--- src/rtl/systolic_pkg.sv ---
// Shared types and constants for the systolic matrix multiplier datapath.
// Holds the grid FSM encoding, default operand/accumulator widths and the lane slicing helper.
package systolic_pkg;

    typedef enum logic [1:0] {
        IDLE  = 2'd0,
        LOAD  = 2'd1,
        FLUSH = 2'd2,
        DONE  = 2'd3
    } state_t;

    localparam int DEF_OP_WIDTH  = 8;
    localparam int DEF_ACC_WIDTH = 32;

    // Low bit of element idx in a flat vector of width-bit elements.
    function automatic int slice_lo(input int idx, input int width);
        return idx * width;
    endfunction

endpackage

--- src/rtl/systolic_pe.sv ---
// Output-stationary MAC processing element: forwards a right and b down, accumulates a*b.
// All registers hold unless advance is high; clear zeroes everything for the next product.
module systolic_pe #(
    parameter int OP_WIDTH  = 8,
    parameter int ACC_WIDTH = 32
) (
    input  logic                        clk,
    input  logic                        reset_n,
    input  logic                        advance,
    input  logic                        clear,
    input  logic signed [OP_WIDTH-1:0]  a_in,
    input  logic signed [OP_WIDTH-1:0]  b_in,
    output logic [OP_WIDTH-1:0]         a_out,
    output logic [OP_WIDTH-1:0]         b_out,
    output logic [ACC_WIDTH-1:0]        acc
);

    logic signed [2*OP_WIDTH-1:0] prod;
    logic [ACC_WIDTH-1:0]         prod_ext;

    assign prod = a_in * b_in;
    // Signed size cast sign-extends or truncates; the sum wraps with no saturation.
    assign prod_ext = ACC_WIDTH'(prod);

    always_ff @(posedge clk or negedge reset_n) begin
        if (!reset_n) begin
            a_out <= '0;
            b_out <= '0;
            acc   <= '0;
        end else if (clear) begin
            a_out <= '0;
            b_out <= '0;
            acc   <= '0;
        end else if (advance) begin
            a_out <= a_in;
            b_out <= b_in;
            acc   <= acc + prod_ext;
        end
    end

endmodule

--- src/rtl/systolic_mac_grid.sv ---
// N x N output-stationary MAC grid: accepts 2N-1 skewed wavefront beats, flushes N-1 cycles,
// then holds the result matrix on a valid/ready handshake until consumed.
module systolic_mac_grid
    import systolic_pkg::*;
#(
    parameter int N         = 2,
    parameter int OP_WIDTH  = DEF_OP_WIDTH,
    parameter int ACC_WIDTH = DEF_ACC_WIDTH
) (
    input  logic                       clk,
    input  logic                       reset_n,
    input  logic                       in_valid,
    output logic                       in_ready,
    input  logic [N*OP_WIDTH-1:0]      new_a_column,
    input  logic [N*OP_WIDTH-1:0]      new_b_row,
    output logic [N*N*ACC_WIDTH-1:0]   result,
    output logic                       result_valid,
    input  logic                       result_ready,
    output logic                       busy
);

    localparam int LAST_BEAT  = 2*N - 1;
    localparam int FLUSH_LAST = (N > 1) ? N - 2 : 0;
    localparam int CW         = $clog2(2*N) + 1;

    state_t        state, state_n;
    logic [CW-1:0] cnt, cnt_n;
    logic          accept, advance, clear, flushing;

    // a_link[i][j] feeds PE(i,j) from the left; b_link[i][j] feeds it from above.
    logic [N-1:0][N:0][OP_WIDTH-1:0]   a_link;
    logic [N:0][N-1:0][OP_WIDTH-1:0]   b_link;
    logic [N-1:0][N-1:0][ACC_WIDTH-1:0] acc_grid;
    logic [N-1:0][OP_WIDTH-1:0]        a_tail;
    logic                              unused_edge;

    assign in_ready     = (state == IDLE) || (state == LOAD);
    assign flushing     = (state == FLUSH);
    assign accept       = in_valid && in_ready;
    assign advance      = accept || flushing;
    assign result_valid = (state == DONE);
    assign clear        = result_valid && result_ready;
    assign busy         = (state != IDLE);

    always_ff @(posedge clk or negedge reset_n) begin
        if (!reset_n) begin
            state <= IDLE;
            cnt   <= '0;
        end else begin
            state <= state_n;
            cnt   <= cnt_n;
        end
    end

    // cnt counts accepted beats in LOAD and elapsed flush cycles in FLUSH.
    always_comb begin
        state_n = state;
        cnt_n   = cnt;
        case (state)
            IDLE: begin
                if (accept) begin
                    if (LAST_BEAT == 1) begin
                        state_n = DONE;
                        cnt_n   = '0;
                    end else begin
                        state_n = LOAD;
                        cnt_n   = CW'(1);
                    end
                end
            end
            LOAD: begin
                if (accept) begin
                    if (cnt == CW'(LAST_BEAT - 1)) begin
                        state_n = (N == 1) ? DONE : FLUSH;
                        cnt_n   = '0;
                    end else begin
                        cnt_n = cnt + 1'b1;
                    end
                end
            end
            FLUSH: begin
                if (cnt == CW'(FLUSH_LAST)) begin
                    state_n = DONE;
                    cnt_n   = '0;
                end else begin
                    cnt_n = cnt + 1'b1;
                end
            end
            DONE: begin
                if (result_ready) begin
                    state_n = IDLE;
                    cnt_n   = '0;
                end
            end
            default: begin
                state_n = IDLE;
                cnt_n   = '0;
            end
        endcase
    end

    genvar i, j;
    generate
        for (i = 0; i < N; i++) begin : g_edge
            // Zero the grid edges while flushing so only in-flight operands accumulate.
            assign a_link[i][0] = flushing ? '0 : new_a_column[slice_lo(i, OP_WIDTH) +: OP_WIDTH];
            assign b_link[0][i] = flushing ? '0 : new_b_row[slice_lo(i, OP_WIDTH) +: OP_WIDTH];
            assign a_tail[i]    = a_link[i][N];
        end

        for (i = 0; i < N; i++) begin : g_row
            for (j = 0; j < N; j++) begin : g_col
                systolic_pe #(
                    .OP_WIDTH (OP_WIDTH),
                    .ACC_WIDTH(ACC_WIDTH)
                ) u_pe (
                    .clk    (clk),
                    .reset_n(reset_n),
                    .advance(advance),
                    .clear  (clear),
                    .a_in   (a_link[i][j]),
                    .b_in   (b_link[i][j]),
                    .a_out  (a_link[i][j+1]),
                    .b_out  (b_link[i+1][j]),
                    .acc    (acc_grid[i][j])
                );
                assign result[slice_lo(i*N + j, ACC_WIDTH) +: ACC_WIDTH] = acc_grid[i][j];
            end
        end
    endgenerate

    // Operands leaving the far edges of the grid are dropped.
    assign unused_edge = ^{a_tail, b_link[N]};

endmodule

--- config.mk ---
export PLATFORM = sky130hd
export DESIGN_NAME = systolic_mac_grid
export DESIGN_NICKNAME = d
export VERILOG_FILES = /design/src/rtl/systolic_pkg.sv /design/src/rtl/systolic_pe.sv /design/src/rtl/systolic_mac_grid.sv
export SDC_FILE = /design/constraint.sdc
export NUM_CORES = 1
export LEC_CHECK = 0
export CORE_AREA = 8 8 282 284
export DETAILED_ROUTE_END_ITERATION = 8
export DIE_AREA = 0 0 290 292
export HOLD_SLACK_MARGIN = 0.02
export PLACE_DENSITY = 0.61
export SYNTH_ARGS = -nofsm -noshare
export SYNTH_HDL_FRONTEND = slang
export SYNTH_HIERARCHICAL = 1
export SYNTH_SLANG_ARGS = --single-unit
--- constraint.sdc ---
create_clock -name clk -period 11.43 [get_ports clk]
set_clock_uncertainty 0.05 [all_clocks]
set_input_delay 3.429 -clock clk [delete_from_list [all_inputs] [get_ports clk]]
set_output_delay 3.429 -clock clk [all_outputs]
set_load 0.05 [all_outputs]
== After elaboration in Yosys (flattened, before gate mapping) ==
Cells that the tools add are included.

* Add/sub/neg operators: 5
* Multiply operators: 4
* Div/mod/pow operators: 0
* Order comparisons: 0
* Equal/unequal tests: 9
* Shift operators: 0
* Multiplexer cells: 32
* Bitwise logic cells: 0
* Reduce and logical (&&, ||, !) cells: 10

{| class="wikitable"
|+ Operators with widths
! kind !! number
|-
| $mux W32 || 8
|-
| $add A32 B32 Y32 || 4
|-
| $mux W8 || 12
|-
| $mul A8 B8 Y16 || 4
|-
| $mux W3 || 5
|-
| $pmux W3 S4 || 1
|-
| $mux W2 || 5
|-
| $pmux W2 S4 || 1
|-
| $ne A2 B1 Y1 const B || 3
|-
| $reduce_and A5 Y1 || 1
|-
| $eq A2 B2 Y1 const B || 2
|-
| $ne A2 B2 Y1 const B || 2
|-
| $reduce_bool A2 Y1 || 2
|-
| $add A3 B1 Y3 const B || 1
|-
| $eq A3 B2 Y1 const B || 1
|-
| $logic_not A3 Y1 || 1
|-
| $reduce_and A3 Y1 || 1
|-
| $eq A2 B1 Y1 const B || 1
|-
| $logic_and A1 B1 Y1 || 2
|-
| $logic_not A2 Y1 || 1
|-
| $logic_or A1 B1 Y1 || 2
|}

* Bits in registers: 165
* Latch bits: 0
* Memory bits (writable): 0
* Memory bits (read-only): 0
* Input bits: 36
* Output and inout bits: 131
* Word-level logic and storage cells: 70
* Memories: 0

== Logic depth before layout (Yosys ltp) ==
* Word-level depth: 6
* Depth in mapped cells: 33

== Cells and area by module ==
The synthesis kept the hierarchy.

{| class="wikitable"
|+ Modules (own cells, without submodules)
! module !! times used !! cells each !! area an instance (µm²) !! sequential area each (µm²)
|-
| systolic_pe (g_row[0].g_col[0].u_pe) || 1 || 665 || 6,017.0 || 1,201.2
|-
| systolic_pe (g_row[0].g_col[1].u_pe) || 1 || 649 || 5,984.5 || 1,201.2
|-
| systolic_pe (g_row[1].g_col[1].u_pe) || 1 || 663 || 5,967.0 || 1,201.2
|-
| systolic_pe (g_row[1].g_col[0].u_pe) || 1 || 639 || 5,879.4 || 1,201.2
|-
| systolic_mac_grid || 1 || 73 || 633.1 || 125.1
|}

== Least setup slack after synthesis ==
No wires, ideal clock.

* Kind: input-to-reg
* Start: input port new_a_column[15]
* End: register g_row[1].g_col[0].u_pe.acc[31]
* Library setup time: 0.120 ns
* Data arrival time: 10.045 ns
* Setup slack: 1.215 ns
* Stages: 28
* Cells stage by stage: nor2b_1 > clkbuf_1 > and2_1 > fa_1 > inv_1 > fa_1 > inv_1 > fa_1 > inv_1 > fa_1 > inv_1 > ha_1 > nand2_1 > o21ai_1 > nor4_1 > or4_1 > a31oi_1 > xnor2_1 > ha_1 > a211oi_1 > o21ai_1 > a221oi_2 > nand3_1 > a2111oi_4 > o31ai_1 > xor2_1 > a21oi_1 > a31o_1

* Cells in the longest elaborated chain, start to end: 5

{| class="wikitable"
|+ RTL lines
! element !! line !! source
|-
| start, declared || systolic_mac_grid.sv:14 || <nowiki>input logic [N*OP_WIDTH-1:0] new_a_column,</nowiki>
|-
| $mux W8 || systolic_mac_grid.sv:106 || <nowiki>assign a_link[i][0] = flushing ? '0 : new_a_column[slice_lo(i, OP_WIDTH) +: OP_WIDTH];</nowiki>
|-
| $mul A8 B8 Y16 || systolic_pe.sv:21 || <nowiki>assign prod = a_in * b_in;</nowiki>
|-
| $add A32 B32 Y32 || systolic_pe.sv:37 || <nowiki>acc <= acc + prod_ext;</nowiki>
|-
| $mux W32 || systolic_pe.sv:34 || <nowiki>end else if (advance) begin</nowiki>
|-
| $mux W32 || systolic_pe.sv:30 || <nowiki>end else if (clear) begin</nowiki>
|-
| end signal, assigned || systolic_pe.sv:37 ||
|-
| end, declared || systolic_pe.sv:15 || <nowiki>output logic [ACC_WIDTH-1:0] acc</nowiki>
|}

Every way passes these cells. The select of a mux whose other input is x is not followed.
A chain may end at the register's enable or synchronous reset.

==> flow_summary.toml <==
[run_status]
outcome = "complete, no violations"

[clocking]
clock-sinks = 165
postCtsSetupBuffers = 0
root_buffer = "clkbuf_16"
clk_pin_slew_ns = 0.09
clk-insertion-delay-late_ns = 0.49
cts_max_level = 4
cts_buffer_depth = 2
cts_buffers = 17
cts_resized = 0
hold_buffers = 0
tritoncts = "built"

[route]
num_vias = 18180
ant_nets = 0
drcViolationCount = 0
vias_per_cell = 4.844
wire_per_inst_um = 15.69
dr.pass1.iters = 5
dr.first_iter.drc_count = 925
routed_wl_um = 58880

[sta]
min_period_ns = 10.78
min_period_over_period_pct = 94.32
final_hold_viol_count = 0
setup_tns_ns = 0
worst_pin_slew_ns = 1.112
relSlewSlack_pct = 25.50
rsz0062_at_grt = "false"
drv_slew = 0
max_freq_ghz = 0.09276
finalSetupViolations = 0

[floorplan]
die_w_um = 290
rows = 101
die_y_um = 292
dieArea_um2 = 84680
ioPinCount = 167
core-area_um2 = 75190
start_util_pct = 30.91

[global_route]
antenna_found_initial = 3
first_global_vias = 18490
grt-ovfl-total = 0
grt_pass1_wl_um = 97840
grt_usage_pct = 14.07
grt_start_max_net_pins = 67

[yosys]
syn_area_um2 = 23240
netlist_instances = 2593
syn-mean-instance-area_um2 = 8.963
yosys_warnings = 6
synth_nets = 3108

[setup_path]
setup.worst_path.class = "in -> reg"
cp_slowest_cell = "xnor2_2"
cp_max_fo = 19
cp-start-kind = "input pin"
rrSetupSlack_ns = 2.72
cp.depth = 27
path_buf_inv = 6
rr_startpoint = "state[0]$_DFFE_PN0P_"
worstPathArrival_ns = 11.12
cp_top_family = "adder cells"
r2r.worst_path.cells = 29
worstReg2RegEnd = "g_row[1].g_col[0].u_pe/acc[31]$_DFFE_PN0P_"
startpoint = "new_a_column[12]"
cp.required_ns = 11.77
slowest_delay_ns = 0.89
crit_path_end_kind = "flop"
critPathCapture = "g_row[1].g_col[0].u_pe/acc[31]$_DFFE_PN0P_"

[finish]
areaGrowthSynthToFinish_pct = 15.31
multi_input_area_um2 = 17430
nFillCells = 7661
diodes = 0
seqCellArea_um2 = 4129
fin_cells = 3752
nNetsFinal = 3276
drive_gt1_share_pct = 4.686

[flow_run]
maxCapViolCount = 0

[place]
dp.cells = 3720
hpwl_um = 46640
gp_congestion = 0.8364
io_buffers = 166

[hold_path]
min_path_type = "reg -> reg"
-- registers in the layout, indices dropped and copies added (netlist names) --
signal / flops
g_row.g_col.u_pe/a_out: 16
g_row.g_col.u_pe/b_out: 16
g_row.g_col.u_pe/acc: 128
cnt: 3
state: 2
-- through the flow --
step	utilization [%]	area, um2	setup slack, ns	hold slack [ns]
final	35.64	26800	0.6493	0.4648
after detailed placement	34.85	26210	0.1994	0.4480
after global routing	35.64	26800	0.2536	0.4848
after global placement	34.85	26210	0.2690	0.4525
after CTS	35.64	26800	0.7601	0.4653
after floorplan	-	23240	1.215	0.4343
-- cell usage in the layout, fill, tap and decap left out, types with 31 or more instances in the layout --
cell type and count:
ha_1 254, fa_1 224, dfrtp_1 165, xnor2_1 117, a21oi_1 134, xor2_1 40
o21ai_0 56, clkdlybuf4s50_1 165, nand3_1 36, mux2i_1 111, inv_1 393, nor2_1 212
nor2b_1 75, nand2_1 121, buf_4 38, nor3_1 31, and2_1 181, a21o_1 52
-- worst min-delay path by stage --
| stage | from | end | slack [ns] | cells past startpoint |
|---|---|---|---|---|
| floorplan | g_row[0].g_col[1].u_pe/b_out[3]$_DFFE_PN0P_ | g_row[0].g_col[1].u_pe/b_out[3]$_DFFE_PN0P_ | 0.43 | 2 |
| global placement | g_row[1].g_col[1].u_pe/acc[26]$_DFFE_PN0P_ | g_row[1].g_col[1].u_pe/acc[26]$_DFFE_PN0P_ | 0.45 | 1 |
| detailed placement | g_row[1].g_col[1].u_pe/acc[26]$_DFFE_PN0P_ | g_row[1].g_col[1].u_pe/acc[26]$_DFFE_PN0P_ | 0.45 | 1 |
| CTS | g_row[1].g_col[1].u_pe/acc[26]$_DFFE_PN0P_ | g_row[1].g_col[1].u_pe/acc[26]$_DFFE_PN0P_ | 0.47 | 1 |
| global route | g_row[1].g_col[1].u_pe/acc[26]$_DFFE_PN0P_ | g_row[1].g_col[1].u_pe/acc[26]$_DFFE_PN0P_ | 0.48 | 1 |
| finish | g_row[1].g_col[1].u_pe/acc[26]$_DFFE_PN0P_ | g_row[1].g_col[1].u_pe/acc[26]$_DFFE_PN0P_ | 0.46 | 1 |
-- routing by layer --
metal  up-vias  track usage [%]  routed length (um)
met3        38            3.091                2500
met4         6            2.820                 639
met5         -                0                  38
met2       279            22.86               27060
li1       8970                -                   -
met1      8883            19.18               28650
-- final cells by class --
type	count	share of cell area, %
clock inverter	15	0.6117
multi-input combinational	1979	65.03
sequential	165	15.41
clock buffer	17	1.588
tap	978	4.566
inverter	394	5.519
timing repair buffer	204	7.279
Power is not shown: default switching activity piles up to over one toggle a cycle in this logic, so the estimate is an artifact.
==> edit (config.mk and constraints unchanged) <==
Set the package constant `DEF_ACC_WIDTH` to 16 (it was 32).
--- a/src/rtl/systolic_pkg.sv
+++ b/src/rtl/systolic_pkg.sv
@@ -11,5 +11,5 @@
 
     localparam int DEF_OP_WIDTH  = 8;
-    localparam int DEF_ACC_WIDTH = 32;
+    localparam int DEF_ACC_WIDTH = 16;
 
     // Low bit of element idx in a flat vector of width-bit elements.
Ports: changed (resized result); port bits go from 167 to 103. The function was not compared with the original's and may differ.
==> edit against the unedited design <==
- global-route usage shrank 4.4 points
- synthesized area shrank 30%
- utilization is 11 points lower
- count of clock-buffer cells in the layout is 8 lower
- sequential share of layout area down 1.8 points
- design area is 31% lower
- wire length decreased by 33%
- worst hold slack improved by 0.039 ns
- worst setup slack better by 2.0 ns
- first-iteration DRC count down 53%
- sequential cell count down 64
- fmax up 22%
- critical path type unchanged
- largest cell class unchanged
Power is left out: the tool's default activity adds up to more than one toggle a clock period on the data nets, which glitch-free logic cannot reach.
==> edit: results (changes against the unedited design) <==
* Antenna violations before repair at 1 (-2)
* CP Max Fanout at 9 (-10)
* Met3 usage at 1.929% (-1.2 points)
* Port bufs at 102 (-39%)
* Vias in the first global route at 12,140 (-34%)
* Biggest regs: g_row.g_col.u_pe/acc (64), g_row.g_col.u_pe/a_out (16), g_row.g_col.u_pe/b_out (16)
* GPL Wtd Cong at 0.7851 (-6.1%)
* Post-DR wirelength/cell at 14.53 µm (-7.4%)
* Met2 usage at 16.36% (-6.5 points)
* Status: completed
* Synth Area per Inst at 9.883 µm² (+10%)
* Critical path's largest stage delay at 0.58 ns (-0.31 ns)
* HPWL after detailed placement at 32,210 µm (-31%)
* Final #Nets at 2,188 (-33%)
* Syn nets at 2,111 (-32%)
* Ys Warns at 6 (unchanged)
* Hold-critical path depth at 2 (+1)
* Clk Latency, worst-skew pair at 0.39 ns (-0.10 ns)
* Routed via count at 11,060 (-39%)
* Largest net degree at the start of global routing at 53 (-21%)
* All-layer global routing usage at 9.679% (-4.4 points)
* Post-Place Cells at 2,680 (-28%)
* Routed wire length at 39,180 µm (-33%)
* Layout cells sized above 1 at 2.736% (-2.0 points)
* Critical path's top delay family: adder cells
* FF-to-FF path depth at 19 (-34%)
* Setup Buffers After CTS at 0 (unchanged)
* Met3 WL at 1243 µm (-50%)
* Worst endpoint data arrival time at 9.05 ns (-2.07 ns)
* CTS Buf Count at 9 (-8)
* Place WS at 2.193 ns (+1.993 ns)
* Global-route met1 utilization at 12.98% (-6.2 points)
* Max Buffers Root-to-Sink at 2 (unchanged)
* Least-Margin Pin Slew at 1.049 ns (-0.06261 ns)
* H-tree depth at 3 (-1)
* WL met2 at 18,740 µm (-31%)
* Crit path max-delay cell type: and2_1
* Post-DP Area at 0.01832 mm² (-30%)
* Metal-1 WL at 18,830 µm (-34%)
* First-pass GRT wire length at 66,360 µm (-32%)
* DR iter-0 viols at 438 (-53%)
-- edit: final cells by class --
type / instances / area [µm²]
fill: 8011 / 56580
multi-input combinational: 1179 / 12310
sequential: 101 / 2527
tap: 978 / 1224
inverter: 308 / 1156
timing repair buffer: 114 / 1109
clock buffer: 9 / 225.2
clock inverter: 7 / 66.31
-- edit: final timing paths --
kind	start	endpoint	slack [ns]
max	new_b_row[8]	g_row[0].g_col[1].u_pe/acc[15]	2.60
min	g_row[1].g_col[1].u_pe/acc[6]	g_row[1].g_col[1].u_pe/acc[6]	0.50
max reg2reg	state[0]	g_row[0].g_col[1].u_pe/acc[15]	4.98
min reg2reg	g_row[1].g_col[1].u_pe/acc[6]	g_row[1].g_col[1].u_pe/acc[6]	0.50
max in group asynchronous	reset_n	g_row[0].g_col[1].u_pe/acc[13]	7.07
min in group asynchronous	reset_n	g_row[0].g_col[1].u_pe/b_out[2]	3.05
